### src/rtl/fnd_scan_controller.sv
// Purpose : time-multiplexed 4-digit FND scanner; cycles digits 0..3 with a blanking gap
//           after each lit slot and double-buffers the display word, committing it only at
//           the frame boundary so a frame never shows a mix of old and new nibbles.
// Latency : every output is registered and shows the internal scan state one cycle late;
//           o_frameDone pulses on the cycle the commit takes place.
// Backpressure: none -- i_valid is a fire-and-forget strobe; later strobes before the commit
//           overwrite the pending word (last wins).
//
// Ports:
//   i_clk          system clock, all logic on the rising edge
//   i_reset        synchronous, active-high reset
//   i_enable       1 = scanning, 0 = display dark (FSM parked at digit 0, ON, counter 0)
//   i_valid        1-cycle strobe capturing i_value into the pending buffer
//   i_value[15:0]  display word, nibble n -> digit n (digit 0 = [3:0])
//   o_digitSelect  current digit index (to FND_Select_Decoder)
//   o_value[3:0]   committed nibble for the current digit (to BCDtoFND_Decoder)
//   o_en           1 while the digit is lit
//   o_pending      1 while a captured word waits for the frame boundary
//   o_frameDone    1-cycle pulse when the digit-3 slot (including its gap) ends
//
// Build option: define LEADING_ZERO_BLANK_EN to darken digits above the most-significant
// nonzero nibble of the committed word (digit 0 always lit). Slot timing is unchanged.

module fnd_scan_controller #(
  parameter int TICK_DIV   = 100_000,  // cycles a digit is lit per slot (>= 1)
  parameter int GAP_CYCLES = 8         // dark cycles after each lit slot (0 = no gap)
) (
  input  logic        i_clk,
  input  logic        i_reset,
  input  logic        i_enable,
  input  logic        i_valid,
  input  logic [15:0] i_value,
  output logic [1:0]  o_digitSelect,
  output logic [3:0]  o_value,
  output logic        o_en,
  output logic        o_pending,
  output logic        o_frameDone
);

  // One counter serves both phases, so it is sized for the longer of the two.
  localparam int CNT_MAX = (TICK_DIV > GAP_CYCLES) ? TICK_DIV : GAP_CYCLES;
  localparam int CW      = (CNT_MAX > 1) ? $clog2(CNT_MAX) : 1;

  localparam logic [CW-1:0] ON_LAST  = CW'(TICK_DIV - 1);
  localparam logic [CW-1:0] GAP_LAST = CW'((GAP_CYCLES > 0) ? (GAP_CYCLES - 1) : 0);
  localparam bit            HAS_GAP  = (GAP_CYCLES > 0);

  typedef enum logic {
    S_ON  = 1'b0,
    S_GAP = 1'b1
  } state_t;

  state_t          state, state_nxt;
  logic [1:0]      digit, digit_nxt;
  logic [CW-1:0]   cnt, cnt_nxt;
  logic [15:0]     committed, committed_nxt;
  logic [15:0]     pending, pending_nxt;
  logic            flag, flag_nxt;
  logic            slot_end;
  logic            wrap;
  logic [3:0]      cur_nibble;
  logic            lit;

  // ---------------------------------------------------------------------------
  // State register
  // ---------------------------------------------------------------------------
  always_ff @(posedge i_clk) begin
    if (i_reset) begin
      state     <= S_ON;
      digit     <= 2'd0;
      cnt       <= '0;
      committed <= 16'h0;
      pending   <= 16'h0;
      flag      <= 1'b0;
    end else begin
      state     <= state_nxt;
      digit     <= digit_nxt;
      cnt       <= cnt_nxt;
      committed <= committed_nxt;
      pending   <= pending_nxt;
      flag      <= flag_nxt;
    end
  end

  // ---------------------------------------------------------------------------
  // Next-state: scan sequencing
  // ---------------------------------------------------------------------------
  always_comb begin
    state_nxt = state;
    digit_nxt = digit;
    cnt_nxt   = cnt;
    slot_end  = 1'b0;

    if (!i_enable) begin
      // Parked so that re-enabling restarts a clean frame from digit 0.
      state_nxt = S_ON;
      digit_nxt = 2'd0;
      cnt_nxt   = '0;
    end else begin
      unique case (state)
        S_ON: begin
          if (cnt == ON_LAST) begin
            cnt_nxt = '0;
            if (HAS_GAP) begin
              state_nxt = S_GAP;
            end else begin
              // No gap configured: the slot ends with the lit phase.
              digit_nxt = digit + 2'd1;
              slot_end  = 1'b1;
            end
          end else begin
            cnt_nxt = cnt + CW'(1);
          end
        end
        S_GAP: begin
          if (cnt == GAP_LAST) begin
            state_nxt = S_ON;
            digit_nxt = digit + 2'd1;
            cnt_nxt   = '0;
            slot_end  = 1'b1;
          end else begin
            cnt_nxt = cnt + CW'(1);
          end
        end
        default: begin
          state_nxt = S_ON;
          cnt_nxt   = '0;
        end
      endcase
    end

    // Frame boundary: the digit-3 slot finishes and the scan wraps to digit 0.
    wrap = slot_end && (digit == 2'd3);
  end

  // ---------------------------------------------------------------------------
  // Next-state: double buffer
  // ---------------------------------------------------------------------------
  always_comb begin
    committed_nxt = committed;
    pending_nxt   = pending;
    flag_nxt      = flag;

    if (!i_enable) begin
      // Display is dark, so there is no frame to tear: apply the word at once.
      if (i_valid) begin
        committed_nxt = i_value;
        pending_nxt   = i_value;
        flag_nxt      = 1'b0;
      end
    end else if (wrap) begin
      flag_nxt = 1'b0;
      if (i_valid) begin
        // A strobe landing on the boundary goes straight to the display.
        committed_nxt = i_value;
        pending_nxt   = i_value;
      end else begin
        committed_nxt = pending;
      end
    end else if (i_valid) begin
      pending_nxt = i_value;
      flag_nxt    = 1'b1;
    end
  end

  // ---------------------------------------------------------------------------
  // Nibble of the committed word for the digit being scanned
  // ---------------------------------------------------------------------------
  always_comb begin
    cur_nibble = committed[3:0];
    case (digit)
      2'd0:    cur_nibble = committed[3:0];
      2'd1:    cur_nibble = committed[7:4];
      2'd2:    cur_nibble = committed[11:8];
      default: cur_nibble = committed[15:12];
    endcase
  end

`ifdef LEADING_ZERO_BLANK_EN
  // Highest digit worth lighting; an all-zero word still shows a single "0".
  logic [1:0] top_digit;

  always_comb begin
    top_digit = 2'd0;
    if (|committed[7:4])   top_digit = 2'd1;
    if (|committed[11:8])  top_digit = 2'd2;
    if (|committed[15:12]) top_digit = 2'd3;
    lit = (digit <= top_digit);
  end
`else
  assign lit = 1'b1;
`endif

  // ---------------------------------------------------------------------------
  // Registered outputs
  // ---------------------------------------------------------------------------
  always_ff @(posedge i_clk) begin
    if (i_reset) begin
      o_digitSelect <= 2'd0;
      o_value       <= 4'h0;
      o_en          <= 1'b0;
      o_pending     <= 1'b0;
      o_frameDone   <= 1'b0;
    end else begin
      o_digitSelect <= digit;
      o_value       <= cur_nibble;
      o_en          <= i_enable && (state == S_ON) && lit;
      o_pending     <= flag;
      o_frameDone   <= wrap;
    end
  end

endmodule

### config.mk
export PLATFORM = sky130hd
export DESIGN_NAME = fnd_scan_controller
export DESIGN_NICKNAME = d
export VERILOG_FILES = /design/src/rtl/fnd_scan_controller.sv
export SDC_FILE = /design/constraint.sdc
export NUM_CORES = 1
export LEC_CHECK = 0
export CAP_MARGIN = 20
export CORE_ASPECT_RATIO = 1.5
export CORE_MARGIN = 8
export CORE_UTILIZATION = 55
export CTS_CLUSTER_DIAMETER = 150
export DETAILED_ROUTE_END_ITERATION = 6
export HOLD_SLACK_MARGIN = 0.08
export PLACE_DENSITY = 0.79
export SLEW_MARGIN = 5
export SYNTH_ARGS = -nofsm -noshare
export SYNTH_HDL_FRONTEND = slang
export SYNTH_SLANG_ARGS = --single-unit
### constraint.sdc
create_clock -name i_clk -period 2.6 [get_ports i_clk]
set_input_delay 0.65 -clock i_clk [delete_from_list [all_inputs] [get_ports i_clk]]
set_output_delay 0.65 -clock i_clk [all_outputs]
set_load 0.05 [all_outputs]
==> run metrics <==
Least-Margin Pin Slew 0.535 ns; largest net degree at the start of global routing 42; Synth Area in XOR/XNOR 0.0349; Routed WL 6.18 mm; Die Wd 76.4 µm; synth unique cells 48; DR vias 2305; Buf+Inv Stages, Crit Path 1; crit path time final 2.21 ns; critical path type register to register; Fillers 437; WP data arrival 2.43 ns; Min-Delay Endpoint o_pending; H-tree depth 3; Worst path max stage delay 0.58 ns; I/O pin count 29; reg2reg end cnt[4]; Die Ht around 110 µm; hold depth 1; Hold Vio Cnt, Final 0; die area just over 8000 µm²; crit start category register; Hold Slack 0.471 ns; Max-slew headroom 0.642; vias in the first global route 2315; LEAKAGE 1.40 nW; r2r setup slk 0.39 ns; worst reg-to-reg path cell count 6; Synth area leaders dfxtp_1, mux2i_1, a211oi_1, nand2b_1, a21oi_1; CTS buffer count 9; Max Fclk 452 MHz; worst-path cell chain ha_1 > and4_1 > nand2_2 > o41ai_4 > buf_4 > nor3_1; CP Max Fanout 7; Final TNS setup 0 ns; MaxCap Viol Count 0; Syn Area/Cell 9.81 µm²; DRC 0; post-synthesis mux area share 0.106; Post-synth top cells dfxtp_1, mux2i_1, nor2_1; Mapped Nets 333; Port-buffer cells 28; Most used DFF post-synth dfxtp_1; top cell type's share of synthesized area 0.412; # Post-CTS Setup Buffers 0; Worst VDD drop ~0.60 mV; Root Driver clkbuf_8; Hold Buf Count CTS 0; Clock Path Buffers 2; ANT cells 0; Final ANT Viol Nets 0; Post-DP HPWL between 4 and 5 mm; setup slack at placement 0.335 ns; HP Start flag; via/cell ratio 5.65; Top delay family on crit path compound AO/OA/AOI/OAI gates; Pre-Repair DR Iteration Count 5; initial antenna violation count 0; PD cells 592 nW/µm²; clock sink count 62; post-route setup slack 0.387 ns; RR Startpoint cnt[0]; GR Util All Layers 0.158; WP data required 2.82 ns; largest family of logic cells by synthesized area simple AND/OR/NAND/NOR gates; CP max-delay cell o41ai_4; clock latency at the later pin of the worst-skew pair about 0.34 ns; global route overflow 0; DR WL/cell about 15 µm; Area Overhead vs Synth 16.4%; worst min-delay path class register to register; layout cells sized above 1 0.151; Final GP Congestion 0.889; simple-gate share of the synthesized area 0.240; post-synthesis sequential area ratio 0.412; CTS tree yes; Final setup viols 0; RSZ-0062 raised after global routing no; Synth Area in Compound Gates 0.125; first-pass GRT wire length 10.6 mm; YS warnings 0; cell with the most instances after synthesis dfxtp_1; initial core utilization 0.561; post-synth top area cell dfxtp_1; final slew viol count 0; status finished, final reports clean; Yosys reg bits 62; Post-Syn Instances 307; final net count 359; Crit. End Element register; clock-pin transition on the worst setup and hold timing paths 0.08 ns; Rows 33; Syn Std Cell Area 3010 µm²; number of synthesized flops with an enable pin 0; core area 5370 µm²; initial DRC count 141; period utilisation layout 0.851; ys async rst share 0; post-cts sizing count 0; Synth Area in Adders 0.0249; worst clock skew 0.00660 ns
## flip-flops by register name, summed over array words and instances (netlist names)
signal and cells:
cnt 17, o_digitSelect 2, state 1, committed 16, pending 16, o_value 4, o_frameDone 1, o_pending 1
digit 2, flag 1, o_en 1
## kinds of logic (layout without fill, tap and decap cells)
logic type               count (synthesis)  after routing
AND/OR/NAND/NOR                        114            114
AO/OA/AOI/OAI                           54             54
XOR/XNOR                                12             12
buffers and inverters                   27             58
multiplexers                            32             32
flip-flops                              62             62
adder cells (fa/ha/maj)                  6              6
## how the worst max path moves through the flow
stage             start            end  slack [ns]  cells past startpoint
2_1_floorplan    cnt[0]        cnt[12]        0.73                      7
3_3_place_gp   i_enable  committed[10]        0.37                      5
3_5_place_dp   i_enable  committed[14]        0.34                      5
4_1_cts          cnt[0]         cnt[4]        0.37                      6
5_1_grt          cnt[0]        cnt[10]        0.23                      6
6_report         cnt[0]         cnt[4]        0.39                      6
## area by class of cell
class                   count  area (µm²)  area share
clock buffers              10         138      0.0392
multi-input cells         218        1600       0.456
flip-flops and latches     62        1240       0.354
inverters                   3        11.3     0.00321
clock inverters             6        68.8      0.0196
repair buffers             39         363       0.103
well taps                  70        87.6      0.0250
## power by group
part / switching [mW] / internal (mW) / total (mW)
Sequential: 0.0183 / 0.987 / 1.01
Combinational: 0.100 / 0.0987 / 0.199
Clock: 0.398 / 0.475 / 0.873
## cell usage in the layout, fill, tap and decap left out, types with 5 or more instances in the layout
| cell type | count |
|---|---|
| a211oi_1 | 19 |
| a21oi_1 | 23 |
| buf_4 | 11 |
| clkbuf_8 | 10 |
| clkdlybuf4s50_1 | 28 |
| dfxtp_1 | 62 |
| ha_1 | 6 |
| mux2i_1 | 32 |
| nand2_1 | 6 |
| nand2b_1 | 19 |
| nand3_1 | 9 |
| nand4_1 | 8 |
| nor2_1 | 30 |
| nor3_1 | 5 |
| nor3_2 | 10 |
| xor2_1 | 10 |
## metal layers
metal  part of all wire  vias to the layer above  wire (µm)  GRT usage
met5                  0                        -          0          0
li1                   -                     1157          -          -
met2               0.54                       48       3350      0.295
met1               0.41                     1089       2520      0.164
met4              0.020                        0        123     0.0746
met3              0.029                       11        180     0.0343
## through the flow
step	cell area, µm²	instances	power (mW)	utilization
after floorplan	3010	307	1.16	-
after global placement	3300	392	1.22	0.615
after detailed placement	3300	392	1.23	0.615
after CTS	3510	408	2.09	0.653
after global routing	3510	408	2.16	0.653
final	3510	408	2.08	0.653
No activity file was read; power rests on OpenSTA's default activity.
==> RTL edit 1 (same flow settings) <==
The option `LEADING_ZERO_BLANK_EN` is turned on by a define.
--- a/src/rtl/fnd_scan_controller.sv
+++ b/src/rtl/fnd_scan_controller.sv
@@ -22,2 +22,4 @@
 // nonzero nibble of the committed word (digit 0 always lit). Slot timing is unchanged.
+
+`define LEADING_ZERO_BLANK_EN
 
Behaviour: no difference found for any inputs over 10 cycles, from zero or initial values and one cycle with i_reset high; that may be too few to reach the edited logic, so the function may still have changed.
==> RTL edit 1 against the original RTL <==
- power up 3.2%
- sequential share of layout area up 0.67 points
- register-to-register slack better by 340 ps
- routed wire length up 1.7%
- count of clock-buffer cells in the layout up 2
- design area down 1.9%
- worst setup slack better by 100 ps
- synthesized area down 4.2%
- sequential cell count unchanged
- critical endpoint is now o_digitSelect[0]
- highest routed layer unchanged
==> RTL edit 1: results (changes against the original RTL) <==
[run_status]
status = finished, final reports clean

[synthesis]
synth_area_leaders = dfxtp_1, mux2i_1, a21oi_1
synthTopCellsByCount = dfxtp_1, mux2i_1, nor2_1
synth_mux_area_frac = 0.111  ; +0.00461
synth_xor_area_frac = 0.0394  ; +0.00454
synth_fp_nets = 335  ; +0.60%
ys_seq_area_frac = 0.430  ; +0.0178
synthAdderAreaFrac = 0.0347  ; +0.00975
ys_types = 37  ; -23%
synth_compound_area_frac = 0.127  ; +0.00237

[sta]
skew_ps = 6.97  ; +0.372 ps
relSlewSlack = 0.595  ; -0.0469

[worst_setup_path]
reg2reg_from = committed[8]$_SDFFE_PP0P_
crit_family = buffers and inverters
rr_endpoint = o_en$_SDFF_PP0_
ff2ff_setup_slack_ps = 730  ; +340 ps
reg2regPathDepth = 7  ; +1
cp_max_fo = 1  ; -6
cpMaxStageDelayCell = clkdlybuf4s50_1
max_stage_delay_ps = 800  ; +220 ps

[placement]
detailed_place_hpwl_um = 4440  ; -0.88%
gp_congestion = 0.833  ; -6.3%
preCtsSetupSlack_ps = 353  ; +17.3 ps
place_area_sq_um = 3230  ; -2.2%

[worst_hold_path]
min_to = o_pending$_SDFF_PP0_

[global_route]
grt_use_total = 0.175  ; +0.0171
grt_pass1_wl_um = 10800  ; +1.1%
first_global_vias = 2354  ; +1.7%
grt_remaining_overflow = 0  ; unchanged

[clock_network]
clk_pin_slew_ps = 60  ; -20 ps

[route]
drt_first_pass_iters = 4  ; -1
first_iter_violations = 176  ; +25%
wl_um = 6280  ; +1.7%
vias = 2328  ; +1.0%

[final_layout]
layout-drive-gt1-share = 0.0941  ; -0.0568
fillers = 442  ; +1.1%
finish.net_count = 363  ; +1.1%

[power_and_ir_drop]
power_leakage_nw = 1.37  ; -2.6%
max-vdd-ir-drop_v = 0.000516  ; -14%

RTL edit 1: final cells by class:
cell class                 instances  share of cell area
clock inverter                     4              0.0204
sequential                        62               0.361
inverter                           5             0.00545
timing repair buffer              37               0.101
clock buffer                      12              0.0422
multi-input combinational        220               0.446
tap                               68              0.0247
RTL edit 1: where the power goes:
part | switching [mW] | total (mW) | internal (mW)
Combinational | 0.112 | 0.218 | 0.106
Clock | 0.352 | 0.915 | 0.563
Sequential | 0.0229 | 1.01 | 0.989
RTL edit 1: per-stage QoR:
stage	power, mW	hold WS [ps]	instances
after floorplan	1.17	439	307
after global placement	1.24	461	392
after detailed placement	1.25	464	392
after CTS	2.16	476	408
after global routing	2.23	491	408
final	2.14	470	408
RTL edit 1: worst max path at each step:
stage                                      from                         end  slack, ps
floorplan                               i_valid  committed[10]$_SDFFE_PP0P_        610
global placement                       i_enable   committed[2]$_SDFFE_PP0P_        400
detailed placement                     i_enable  committed[10]$_SDFFE_PP0P_        350
CTS                 o_digitSelect[0]$_SDFF_PP0_            o_digitSelect[0]        460
global route             o_frameDone$_SDFF_PP0_                 o_frameDone        430
finish              o_digitSelect[0]$_SDFF_PP0_            o_digitSelect[0]        490
RTL edit 1: per-layer routing:
metal,vias to the layer above,part of all wire,global-route usage
met5,-,0,0
met4,0,0.022,0.0829
met2,54,0.55,0.309
met3,13,0.045,0.0555
li1,1170,-,-
met1,1091,0.38,0.176
RTL edit 1: kinds of logic (layout without fill, tap and decap cells):
kind of cell    after synthesis  in the layout
compound gates               54             54
xor+xnor                     13             13
fa+ha+maj                     8              8
buf+inv                      25             58
flops                        62             62
mux                          32             32
simple gates                113            113
==> RTL edit 2 (config.mk and constraints unchanged) <==
Made on the original files. Register the output `o_digitSelect` once more; this adds one clock of latency there. The other outputs are not delayed to match.
--- a/src/rtl/fnd_scan_controller.sv
+++ b/src/rtl/fnd_scan_controller.sv
@@ -51,2 +51,4 @@
   } state_t;
+
+  logic [1:0] o_digitSelect_s0;
 
@@ -198,3 +200,3 @@
     if (i_reset) begin
-      o_digitSelect <= 2'd0;
+      o_digitSelect_s0 <= 2'd0;
       o_value       <= 4'h0;
@@ -204,3 +206,3 @@
     end else begin
-      o_digitSelect <= digit;
+      o_digitSelect_s0 <= digit;
       o_value       <= cur_nibble;
@@ -212,2 +214,6 @@
 
+  always_ff @(posedge i_clk) begin
+    o_digitSelect <= o_digitSelect_s0;
+  end
+
 endmodule
Behaviour: same outputs for any inputs over 10 cycles, from zero or initial values and one cycle with i_reset high; that may be too few to reach the edited logic, so the function may still have changed.
==> RTL edit 2 against the original RTL <==
- largest power group unchanged
- via count down 1.3%
- synthesized area down 3.8%
- maximum frequency up 5.8%
- power up 0.17%
- worst setup slack better by 120 ps
- largest cell class unchanged
- design area down 3.1%
- sequential cell count up 2
- first-iteration DRC count down 7.8%
- routed wire length down 1.5%
==> RTL edit 2: results (changes against the original RTL) <==
[worst_setup_path]
reg2regPathDepth = 5  ; -1
critPathLaunch = o_value[0]$_SDFF_PP0_
ff2ff_setup_slack_ps = 560  ; +170 ps
critical_path.endpoint = o_value[0]
cp_max_fo = 1  ; -6
reg2reg_from = cnt[13]$_SDFF_PP0_
rr_endpoint = committed[6]$_SDFFE_PP0P_
cpMaxStageDelayCell = clkdlybuf4s50_1
crit_family = buffers and inverters
cp.arrival_ps = 1440  ; -990 ps
max_stage_delay_ps = 800  ; +220 ps

[synthesis]
ys_types = 36  ; -25%
synth_async_sr_flop_share = 0  ; unchanged
synthAdderAreaFrac = 0.0259  ; +0.000990
synth_mux_area_frac = 0.111  ; +0.00422
syn_area_per_cell_sq_um = 9.86  ; +0.43%
synth_fp_nets = 320  ; -3.9%
post-synth-top-count-cell = dfxtp_1
synth_area_leaders = dfxtp_1, mux2i_1, a211oi_1
ys_seq_area_frac = 0.442  ; +0.0302
synth_xor_area_frac = 0.0332  ; -0.00164
synthTopCellsByCount = dfxtp_1, mux2i_1, nor2_1
synth_top_area_frac = 0.442  ; +0.0302
synth_compound_area_frac = 0.159  ; +0.0343

[final_layout]
finish.net_count = 343  ; -4.5%
diodes = 0  ; unchanged
layout-drive-gt1-share = 0.130  ; -0.0205

[global_route]
busiest_layer = met2
grt_max_degree = 41  ; -2.4%
first_global_vias = 2305  ; -0.43%
grtUsageMet2 = 0.288  ; -0.00656
grt_pass1_wl_um = 10200  ; -4.1%
grt_use_total = 0.165  ; +0.00716
grtUsageMet3 = 0.0498  ; +0.0154
grtUsageMet1 = 0.165  ; +0.00146

[route]
wire_per_inst_um = 15.6  ; +3.0%
drt_first_pass_iters = 4  ; -1
first_iter_violations = 130  ; -7.8%
wl_um = 6080  ; -1.5%
vias_per_cell = 5.83  ; +3.2%

[worst_hold_path]
hp-start = o_digitSelect_s0[0]$_SDFF_PP0_
min_delay_path_depth = 0  ; -1
min_to = o_digitSelect[0]$_DFF_P_

[power_and_ir_drop]
max-vdd-ir-drop_v = 0.000452  ; -25%
total_power_mw = 2.08  ; +0.17%
power_leakage_nw = 1.28  ; -8.7%

[clock_network]
clk_pin_slew_ps = 60  ; -20 ps
postCtsSetupRepairBufs = 0  ; unchanged
root_buffer = clkbuf_8

[placement]
place_area_sq_um = 3190  ; -3.3%
dp_cells = 374  ; -4.6%
gp_congestion = 0.850  ; -4.4%
detailed_place_hpwl_um = 4330  ; -3.3%
preCtsSetupSlack_ps = 352  ; +17.0 ps

[sta]
skew_ps = 5.90  ; -0.700 ps
relSlewSlack = 0.570  ; -0.0720
fmax_mhz = 478  ; +5.8%
whs_ps = 334  ; -137 ps

[run_status]
status = finished, final reports clean

## RTL edit 2: changes by cell type after synthesis, sizes merged, moves of 3 or more
cell | before | now
xnor2 | 2 | 5
nor4 | 2 | 5
a211oi | 19 | 36
o21ai | 3 | 7
a21oi | 23 | 7
nand2b | 20 | 2
or3 | 3 | 7
xor2 | 10 | 6
and3 | 4 | 0
## RTL edit 2: cell type report
cell class                      count  area [sq um]
Clock buffer                       11           151
Clock inverter                      5          55.1
Fill cell                         437          1730
Inverter                            5          18.8
Multi-Input combinational cell    200          1460
Sequential cell                    64          1280
Tap cell                           68          85.1
Timing Repair Buffer               37           348
## RTL edit 2: routing by layer
metal	share of wire	routed length, um
met3	0.048	293
met1	0.38	2330
met5	0	0
met4	0.020	121
met2	0.55	3340
## RTL edit 2: where the power goes
part           internal, mW  switching (mW)
logic                0.0902          0.0978
clock network         0.491           0.362
registers              1.02          0.0212
